<file path="src/rtl/seven_seg_pkg.sv">
// Shared glyph table for the seven-segment scan driver.
// Segment order is {a,b,c,d,e,f,g}, active low.
package seven_seg_pkg;

  localparam logic [6:0] GLYPH_0     = 7'b0000001;
  localparam logic [6:0] GLYPH_1     = 7'b1001111;
  localparam logic [6:0] GLYPH_2     = 7'b0010010;
  localparam logic [6:0] GLYPH_3     = 7'b0000110;
  localparam logic [6:0] GLYPH_4     = 7'b1001100;
  localparam logic [6:0] GLYPH_5     = 7'b0100100;
  localparam logic [6:0] GLYPH_6     = 7'b0100000;
  localparam logic [6:0] GLYPH_7     = 7'b0001111;
  localparam logic [6:0] GLYPH_8     = 7'b0000000;
  localparam logic [6:0] GLYPH_9     = 7'b0000100;
  localparam logic [6:0] GLYPH_A     = 7'b0001000;
  localparam logic [6:0] GLYPH_B     = 7'b1100000;
  localparam logic [6:0] GLYPH_C     = 7'b0110001;
  localparam logic [6:0] GLYPH_D     = 7'b1000010;
  localparam logic [6:0] GLYPH_E     = 7'b0110000;
  localparam logic [6:0] GLYPH_F     = 7'b0111000;
  localparam logic [6:0] GLYPH_BLANK = 7'b1111111;

  function automatic logic [6:0] seg_decode(input logic [3:0] val, input logic hex_mode);
    logic [6:0] seg;
    case (val)
      4'h0: seg = GLYPH_0;
      4'h1: seg = GLYPH_1;
      4'h2: seg = GLYPH_2;
      4'h3: seg = GLYPH_3;
      4'h4: seg = GLYPH_4;
      4'h5: seg = GLYPH_5;
      4'h6: seg = GLYPH_6;
      4'h7: seg = GLYPH_7;
      4'h8: seg = GLYPH_8;
      4'h9: seg = GLYPH_9;
      4'hA: seg = GLYPH_A;
      4'hB: seg = GLYPH_B;
      4'hC: seg = GLYPH_C;
      4'hD: seg = GLYPH_D;
      4'hE: seg = GLYPH_E;
      4'hF: seg = GLYPH_F;
    endcase
    // Decimal-only displays show nothing for values above nine.
    if (!hex_mode && (val > 4'd9)) seg = GLYPH_BLANK;
    return seg;
  endfunction

endpackage

</file>
<file path="src/rtl/seven_seg_glyph.sv">
// Combinational 4-bit value to active-low seven-segment glyph decoder.
module seven_seg_glyph
  import seven_seg_pkg::*;
(
  input  logic [3:0] val_i,
  input  logic       hex_mode_i,
  output logic [6:0] seg_o
);

  assign seg_o = seg_decode(val_i, hex_mode_i);

endmodule

</file>
<file path="src/rtl/seven_segment_scan.sv">
// Multiplexed N-digit seven-segment driver with frame-synchronous loading,
// leading-zero blanking, per-digit enables/decimal points and anti-ghost guard.
module seven_segment_scan
  import seven_seg_pkg::*;
#(
  parameter int NUM_DIGITS       = 8,
  parameter int REFRESH_DIV      = 100000,
  parameter int GUARD            = 2,
  parameter int HEX_MODE         = 1,
  parameter int BLANK_LEADING    = 1,
  parameter int ANODE_ACTIVE_LOW = 1
) (
  input  logic                    Clk,
  input  logic                    Reset,
  input  logic [4*NUM_DIGITS-1:0] NumIn,
  input  logic [NUM_DIGITS-1:0]   DpIn,
  input  logic [NUM_DIGITS-1:0]   DigitEn,
  input  logic                    Load,
  output logic [6:0]              SegOut,
  output logic                    DpOut,
  output logic [NUM_DIGITS-1:0]   AnOut,
  output logic                    FrameDone
);

  localparam int CNT_W  = $clog2(REFRESH_DIV);
  localparam int SLOT_W = (NUM_DIGITS > 1) ? $clog2(NUM_DIGITS) : 1;

  localparam logic [CNT_W-1:0]      CNT_LAST    = CNT_W'(REFRESH_DIV - 1);
  localparam logic [CNT_W-1:0]      GUARD_START = CNT_W'(REFRESH_DIV - GUARD);
  localparam logic [SLOT_W-1:0]     SLOT_LAST   = SLOT_W'(NUM_DIGITS - 1);
  localparam logic [NUM_DIGITS-1:0] AN_OFF      = {NUM_DIGITS{ANODE_ACTIVE_LOW != 0}};

  typedef struct packed {
    logic [4*NUM_DIGITS-1:0] num;
    logic [NUM_DIGITS-1:0]   dp;
    logic [NUM_DIGITS-1:0]   en;
  } bank_t;

  logic [CNT_W-1:0]      cnt_q, cnt_d;
  logic [SLOT_W-1:0]     slot_q, slot_d;
  bank_t                 pend_q, pend_d;
  bank_t                 shadow_q, shadow_d;
  logic                  pend_valid_q, pend_valid_d;
  logic [6:0]            seg_q, seg_d;
  logic                  dp_q, dp_d;
  logic [NUM_DIGITS-1:0] an_q, an_d;
  logic                  frame_done_q;

  logic                  tick, boundary, in_guard, drive;
  logic [NUM_DIGITS-1:0] lead_blank, slot_onehot;
  logic [3:0]            slot_val;
  logic                  slot_dp, slot_on;
  logic [6:0]            slot_seg;

  assign tick     = (cnt_q == CNT_LAST);
  assign boundary = tick && (slot_q == SLOT_LAST);
  assign in_guard = (GUARD > 0) && (cnt_q >= GUARD_START);

  // NOTE: every combinational output gets a default first so no latch is inferred.
  always_comb begin
    cnt_d  = tick ? '0 : cnt_q + CNT_W'(1);
    slot_d = slot_q;
    if (tick) slot_d = (slot_q == SLOT_LAST) ? '0 : slot_q + SLOT_W'(1);
  end

  // Pending is copied to shadow before a same-cycle Load overwrites pending.
  always_comb begin
    pend_d       = pend_q;
    shadow_d     = shadow_q;
    pend_valid_d = pend_valid_q;
    if (boundary && pend_valid_q) begin
      shadow_d     = pend_q;
      pend_valid_d = 1'b0;
    end
    if (Load) begin
      pend_d       = '{num: NumIn, dp: DpIn, en: DigitEn};
      pend_valid_d = 1'b1;
    end
  end

  // Scan from the top slot down: a slot is leading while it and all above are zero with no DP.
  always_comb begin
    logic zero_run;
    zero_run   = 1'b1;
    lead_blank = '0;
    for (int i = NUM_DIGITS - 1; i >= 0; i--) begin
      zero_run      = zero_run && (shadow_q.num[4*i +: 4] == 4'd0) && !shadow_q.dp[i];
      lead_blank[i] = (BLANK_LEADING != 0) && (i > 0) && zero_run;
    end
  end

  always_comb begin
    slot_val    = '0;
    slot_dp     = 1'b0;
    slot_on     = 1'b0;
    slot_onehot = '0;
    for (int i = 0; i < NUM_DIGITS; i++) begin
      if (slot_q == SLOT_W'(i)) begin
        slot_val       = shadow_q.num[4*i +: 4];
        slot_dp        = shadow_q.dp[i];
        slot_on        = shadow_q.en[i] && !lead_blank[i];
        slot_onehot[i] = 1'b1;
      end
    end
  end

  seven_seg_glyph u_glyph (
    .val_i      (slot_val),
    .hex_mode_i (HEX_MODE != 0),
    .seg_o      (slot_seg)
  );

  always_comb begin
    drive = slot_on && !in_guard;
    seg_d = drive ? slot_seg : GLYPH_BLANK;
    dp_d  = !(drive && slot_dp);
    an_d  = AN_OFF ^ (drive ? slot_onehot : '0);
  end

  // NOTE: sequential state uses non-blocking assignments; the reset is asynchronous.
  always_ff @(posedge Clk or posedge Reset) begin
    if (Reset) begin
      cnt_q        <= '0;
      slot_q       <= '0;
      pend_q       <= '0;
      shadow_q     <= '0;
      pend_valid_q <= 1'b0;
      seg_q        <= GLYPH_BLANK;
      dp_q         <= 1'b1;
      an_q         <= AN_OFF;
      frame_done_q <= 1'b0;
    end else begin
      cnt_q        <= cnt_d;
      slot_q       <= slot_d;
      pend_q       <= pend_d;
      shadow_q     <= shadow_d;
      pend_valid_q <= pend_valid_d;
      seg_q        <= seg_d;
      dp_q         <= dp_d;
      an_q         <= an_d;
      frame_done_q <= boundary;
    end
  end

  assign SegOut    = seg_q;
  assign DpOut     = dp_q;
  assign AnOut     = an_q;
  assign FrameDone = frame_done_q;

endmodule

</file>
<file path="config.mk">
export PLATFORM = sky130hd
export DESIGN_NAME = seven_segment_scan
export DESIGN_NICKNAME = d
export VERILOG_FILES = /design/src/rtl/seven_seg_pkg.sv /design/src/rtl/seven_seg_glyph.sv /design/src/rtl/seven_segment_scan.sv
export SDC_FILE = /design/constraint.sdc
export NUM_CORES = 1
export LEC_CHECK = 0
export CORE_MARGIN = 5
export CORE_UTILIZATION = 45
export DETAILED_ROUTE_END_ITERATION = 12
export DONT_BUFFER_PORTS = 1
export PLACE_DENSITY = 0.61
export SLEW_MARGIN = 15
export SYNTH_ARGS = -nofsm -noshare
export SYNTH_HDL_FRONTEND = slang
export SYNTH_HIERARCHICAL = 1
export SYNTH_SLANG_ARGS = --single-unit
</file>
<file path="constraint.sdc">
create_clock -name Clk -period 4.1 [get_ports Clk]
set_clock_uncertainty 0.15 [all_clocks]
set_input_delay 0.41 -clock Clk [delete_from_list [all_inputs] [get_ports Clk]]
set_output_delay 0.41 -clock Clk [all_outputs]
set_load 0.01 [all_outputs]
</file>
# Yosys cells after proc, flatten, opt, wreduce, memory -nomap -nowiden

Memories as Yosys holds them, arrays and structs flattened.
Index checks and enable logic that the tools add are counted.

Word-level logic and storage cells: 113
Bits in read-only memories: 112
Bits in registers: 134
Memories kept: 1
Output and inout bits: 17
Input port bits: 51

Memory list:

| name            | words | width | read ports | clocked after memory_dff | wr ports | line                | text |
|---|---|---|---|---|---|---|---|
| (no name shown) | 16    | 7     | 1          | 0                        | 0        | seven_seg_pkg.sv:25 | `case (val)` |

Bitwise operators: 1
Mux-type cells: 38
Reductions and logical operators: 49
Equal/unequal tests: 8
Add/sub/neg operators: 2
Order comparisons: 1

Operator list:

| operator                                                        | number |
|---|---|
| 4-bit two-way mux                                               | 8 |
| 4-bit logical NOT                                               | 7 |
| 1-bit two-way mux                                               | 26 |
| 1-bit logical AND                                               | 24 |
| 17-bit by 1-bit adder with 17-bit output, second input constant | 1 |
| 17-bit == test, second input constant                           | 1 |
| 17-bit greater-or-equal comparator, second input constant       | 1 |
| 17-bit two-way mux                                              | 1 |
| 1-bit logical NOT                                               | 16 |
| 3-bit == test, second input constant                            | 4 |
| 8-bit two-way mux                                               | 1 |
| 8-bit NOT                                                       | 1 |
| 7-bit two-way mux                                               | 1 |
| 3-bit by 2-bit == test with 1-bit output, second input constant | 2 |
| 3-bit by 1-bit adder with 3-bit output, second input constant   | 1 |
| 3-bit by 1-bit == test with 1-bit output, second input constant | 1 |
| 3-bit logical NOT                                               | 1 |
| 3-bit two-way mux                                               | 1 |
| 2-bit nonzero test                                              | 1 |

# Longest topological paths before layout

Word-level depth: 26
Depth in mapped cells: 16
Gate-level depth less buffers: 14

# Cells and area by module

Netlist, hierarchy kept.

By module, submodules not included:

| module             | cells an instance | times used | area each (µm²) | seq. area each (µm²) |
|---|---|---|---|---|
| seven_segment_scan | 456               | 1          | 5,957.0         | 3,373.2 |
| seven_seg_glyph    | 42                | 1          | 329.1           | 0.0 |

# Worst setup path before layout

OpenSTA, ideal clock, no wires.

Path type: reg2reg
From: register slot_q[0]
To: register seg_q[3], in the netlist SegOut[3]
Stages on the path, launching flop included: 16
Setup slack: 0.868 ns
Arrival: 2.995 ns
Setup time: 0.088 ns
Buffers on the path: 1
Clock period less this slack: 3.232 ns
Data required time: 3.862 ns
Cells stage by stage: dfrtp_1 inv_1 ha_1 clkbuf_1 nor2b_1 a22oi_1 o21ai_0 a22oi_1 a21o_1 a31oi_1 inv_1 ha_1 nand2_1 o21ai_0 o211ai_1 or3_1

Word-level cells in the longest chain between the ends: 11
Elaborated cells between the ends (all ways): 27
Classes of those cells: eq/ne (7); mux (17); reduce/logical (2); memory (1)

RTL lines:

| element                         | line                      | text |
|---|---|---|
| start: declaration              | seven_segment_scan.sv:40  | `logic [SLOT_W-1:0] slot_q, slot_d;` |
| start signal: assignment        | seven_segment_scan.sv:134 | `slot_q <= slot_d;` |
| 3-bit logical NOT               | seven_segment_scan.sv:98  | `if (slot_q == SLOT_W'(i)) begin` |
| 4-bit two-way mux (7 in series) | seven_segment_scan.sv:98  |  |
| 4-bit two-way mux (*)           | seven_segment_scan.sv:98  |  |
| via slot_val[0]                 | seven_segment_scan.sv:51  | `logic [3:0] slot_val;` |
| memory 16 x 7 bit (*)           | --                        |  |
| via slot_seg[3]                 | seven_segment_scan.sv:53  | `logic [6:0] slot_seg;` |
| 7-bit two-way mux (*)           | seven_segment_scan.sv:115 | `seg_d = drive ? slot_seg : GLYPH_BLANK;` |
| via seg_d[3]                    | seven_segment_scan.sv:44  | `logic [6:0] seg_q, seg_d;` |
| end signal: assignment          | seven_segment_scan.sv:138 | `seg_q <= seg_d;` |
| end: declaration                | seven_segment_scan.sv:44  |  |

The timed path passes the listed nets; every way through them passes the cells marked *.
A chain may end at the register's enable or synchronous reset.

# Worst setup path in the final report

Ends and elaborated chain as after synthesis.

==> impl_metrics.json <==
{
  "yosys.area.top_type": "dfrtp_1",
  "synth_top_area_share_pct": 46.97,
  "chipWidth_um": 128.2,
  "cts_tree": "yes",
  "synth_flop_cell": "dfrtp_1",
  "layout-drive-gt1-share_pct": 27.90,
  "critical_path_buf_inv_count": 2,
  "clkLatencyLatePin_ps": 420,
  "drc": 0,
  "synthTopCellsByArea": "dfrtp_1 47%, mux2_2 14%, dfstp_2 6.7%",
  "ctsRootBufferMaster": "clkbuf_16",
  "yosys.area_share.adder_pct": 2.986,
  "hold_ws_ps": 21.67,
  "drv_cap": 0,
  "synth_edf_count": 0,
  "maxSlewViolCount": 0,
  "grt.total_usage_pct": 17.39,
  "avgRoutedWirePerCell_um": 17.85,
  "cp_num_cells": 14,
  "vias": 4058,
  "status": "completed",
  "first_pass_iters": 4,
  "worstHoldPathType": "primary input to register",
  "htreeDepth": 4,
  "seq_power_share_pct": 44.9,
  "pin_count": 68,
  "globalplace.congestion": 0.8489,
  "clockBufferDepth": 2,
  "post_cts_resized": 0,
  "clock_sinks": 134,
  "synth.net_count": 564,
  "final_area_mm2": 0.007679,
  "p_int_mw": 2.444,
  "rrSetupSlack_ps": 320,
  "setup_violations": 0,
  "grt_overflow": 0,
  "synth_seq_cells": 134,
  "regArea_mm2": 0.003373,
  "hold_viol": 0,
  "cp-end-kind": "register",
  "cpPeakStageDelay_ps": 400,
  "fin_tns_setup_ps": 0,
  "p_switching_mw": 0.6697,
  "antenna_found_initial": 0,
  "swShare_pct": 21.51,
  "power_frac_comb_pct": 4.8,
  "grt_max_degree": 135,
  "clockPowerShare_pct": 50.3,
  "synth_most_common_cell": "dfrtp_1",
  "reg2reg_depth": 14,
  "min_period_over_period_pct": 92.14,
  "synth_compound_area_share_pct": 8.758,
  "slew_headroom_pct": 43.31,
  "arrival_ps": 3970,
  "drt-total-wl_mm": 13.51,
  "avgViaCountPerCell": 5.361,
  "ys_types": 60,
  "ys_seq_area_share_pct": 53.66,
  "path_max_fanout": 11,
  "synth_area_mm2": 0.006286,
  "p_leak_nw": 3.328,
  "synth_common_cells": "118 x dfrtp_1, 76 x mux2_2, 29 x nand2_1",
  "numCtsBuffers": 17,
  "io_buffers": 0,
  "rows": 43,
  "min_path_cells": 1,
  "power_mw": 3.114,
  "path_class": "register to register",
  "fp.dieH_um": 128.2,
  "fp.coreArea_mm2": 0.01377,
  "drtIter0Drc": 215,
  "dieArea_mm2": 0.01643,
  "worstMarginPinSlew_ps": 842.6,
  "synth_xor_area_share_pct": 1.951,
  "synth_top_family_by_area": "multiplexers",
  "crit_required_ps": 4290,
  "nets": 630,
  "ys.warnings.count": 6,
  "clk_pin_slew_worst_paths_ps": 60,
  "grt_pass1_wl_mm": 22.25,
  "place_area_mm2": 0.006404,
  "nFillCells": 1161,
  "dpl.hpwl_mm": 8.717,
  "max_freq_ghz": 0.2647,
  "syn_inst": 498,
  "antenna_cells": 0,
  "critical-path-top-delay-family": "compound AO/OA/AOI/OAI gates",
  "avgSynthCellArea_um2": 12.62,
  "fin_crit_ps": 3778,
  "ir_worst_vdd_mv": 0.3166,
  "multiInputGateArea_mm2": 0.002688,
  "area_delta_synth_final_pct": 22.15,
  "ant_nets": 0,
  "critPathSlowestCell": "dfrtp_1",
  "grt_pass1_vias": 4358,
  "startpoint_type": "register",
  "hold_buffers": 64,
  "synth_mux_area_share_pct": 18.87,
  "async_reset_ff_share_pct": 100.0,
  "post_cts_buffers": 0,
  "synthSimpleGateAreaFrac_pct": 10.13,
  "start_util_pct": 45.64,
  "power.density_mw_per_mm2": 405.6,
  "rsz0062_at_grt": "false",
  "crit_chain": "inv_1, ha_1, nor2b_1, a22oi_1, o21ai_0, a22oi_1, a21o_1, a31oi_1, inv_1, ha_1, nand2_1, o21ai_0, o211ai_1, or3_1"
}
-- state kept, by name (all words and copies together), names as in the netlist --
register      flops
pend_valid_q      1
pend_q           48
slot_q            3
DpOut             1
shadow_q         48
SegOut            7
FrameDone         1
AnOut             8
cnt_q            17
-- layout make-up --
cell class	instances	area share, %
flip-flops and latches	134	43.93
inverters	15	0.7821
clock inverters	14	2.281
multi-input cells	325	35.00
repair buffers	71	9.353
well taps	180	2.933
clock buffers	18	5.719
-- power groups by stage --
stage                     Combinational, mW  Sequential (mW)  Clock (mW)
after floorplan                      0.0778             1.41           0
after global placement               0.0807             1.42           0
after detailed placement             0.0842             1.42           0
after CTS                             0.149             1.40        1.60
after global routing                  0.168             1.40        1.67
final                                 0.151             1.40        1.56
-- cell usage in the layout (no fill, tap or decap), types with 5 or more instances in the layout --
cell type        n
dfrtp_1        118
mux2_2          76
dlygate4sd3_1   64
nand2_1         29
o21ai_0         25
mux2_4          20
nor2_1          19
clkbuf_16       17
dfstp_2         16
ha_1            15
inv_1           13
nand3_1         13
or3_1           11
a21oi_1         10
o211ai_1         9
xor2_1           8
a22oi_1          6
nand4_1          6
xnor2_1          6
nor4_1           5
o22ai_1          5
or4_1            5
buf_4            5
-- per-stage QoR --
step / utilization (%) / cells / worst slack [ps]
2_1_floorplan: - / 498 / 867.5
3_3_place_gp: 46.49 / 660 / 590.2
3_5_place_dp: 46.49 / 660 / 410.2
4_1_cts: 55.68 / 756 / 390.6
5_1_grt: 55.75 / 757 / 79.58
6_report: 55.75 / 757 / 322.1
-- per-layer routing --
layer / GRT usage [%] / routed length (um)
met5: 0 / 0
met4: 5.243 / 271
met3: 5.333 / 675
met2: 28.87 / 6653
met1: 21.86 / 5911
-- cell families (layout without fill, tap and decap cells) --
family,count (synthesis),in the layout
other,1,1
muxes,99,99
and+or+nand+nor,117,117
xor gates and xnor gates,14,14
DFF,134,134
buffers and inverters,39,118
AOI/OAI and AO/OA,79,79
adders and majority gates,15,15
-- final timing paths --
path	start	endpoint
max in group asynchronous	Reset	pend_q[8]$_DFFE_PP0P_
worst max-delay path	slot_q[0]$_DFFE_PP0N_	SegOut[3]$_DFF_PP1_
worst min-delay path	Load	pend_q[0]$_DFFE_PP0P_
worst min register to register	pend_valid_q$_DFFE_PP0P_	pend_valid_q$_DFFE_PP0P_
worst max register to register	slot_q[0]$_DFFE_PP0N_	SegOut[3]$_DFF_PP1_
min in group asynchronous	Reset	pend_q[17]$_DFFE_PP0P_
No activity file was read; power rests on OpenSTA's default activity.
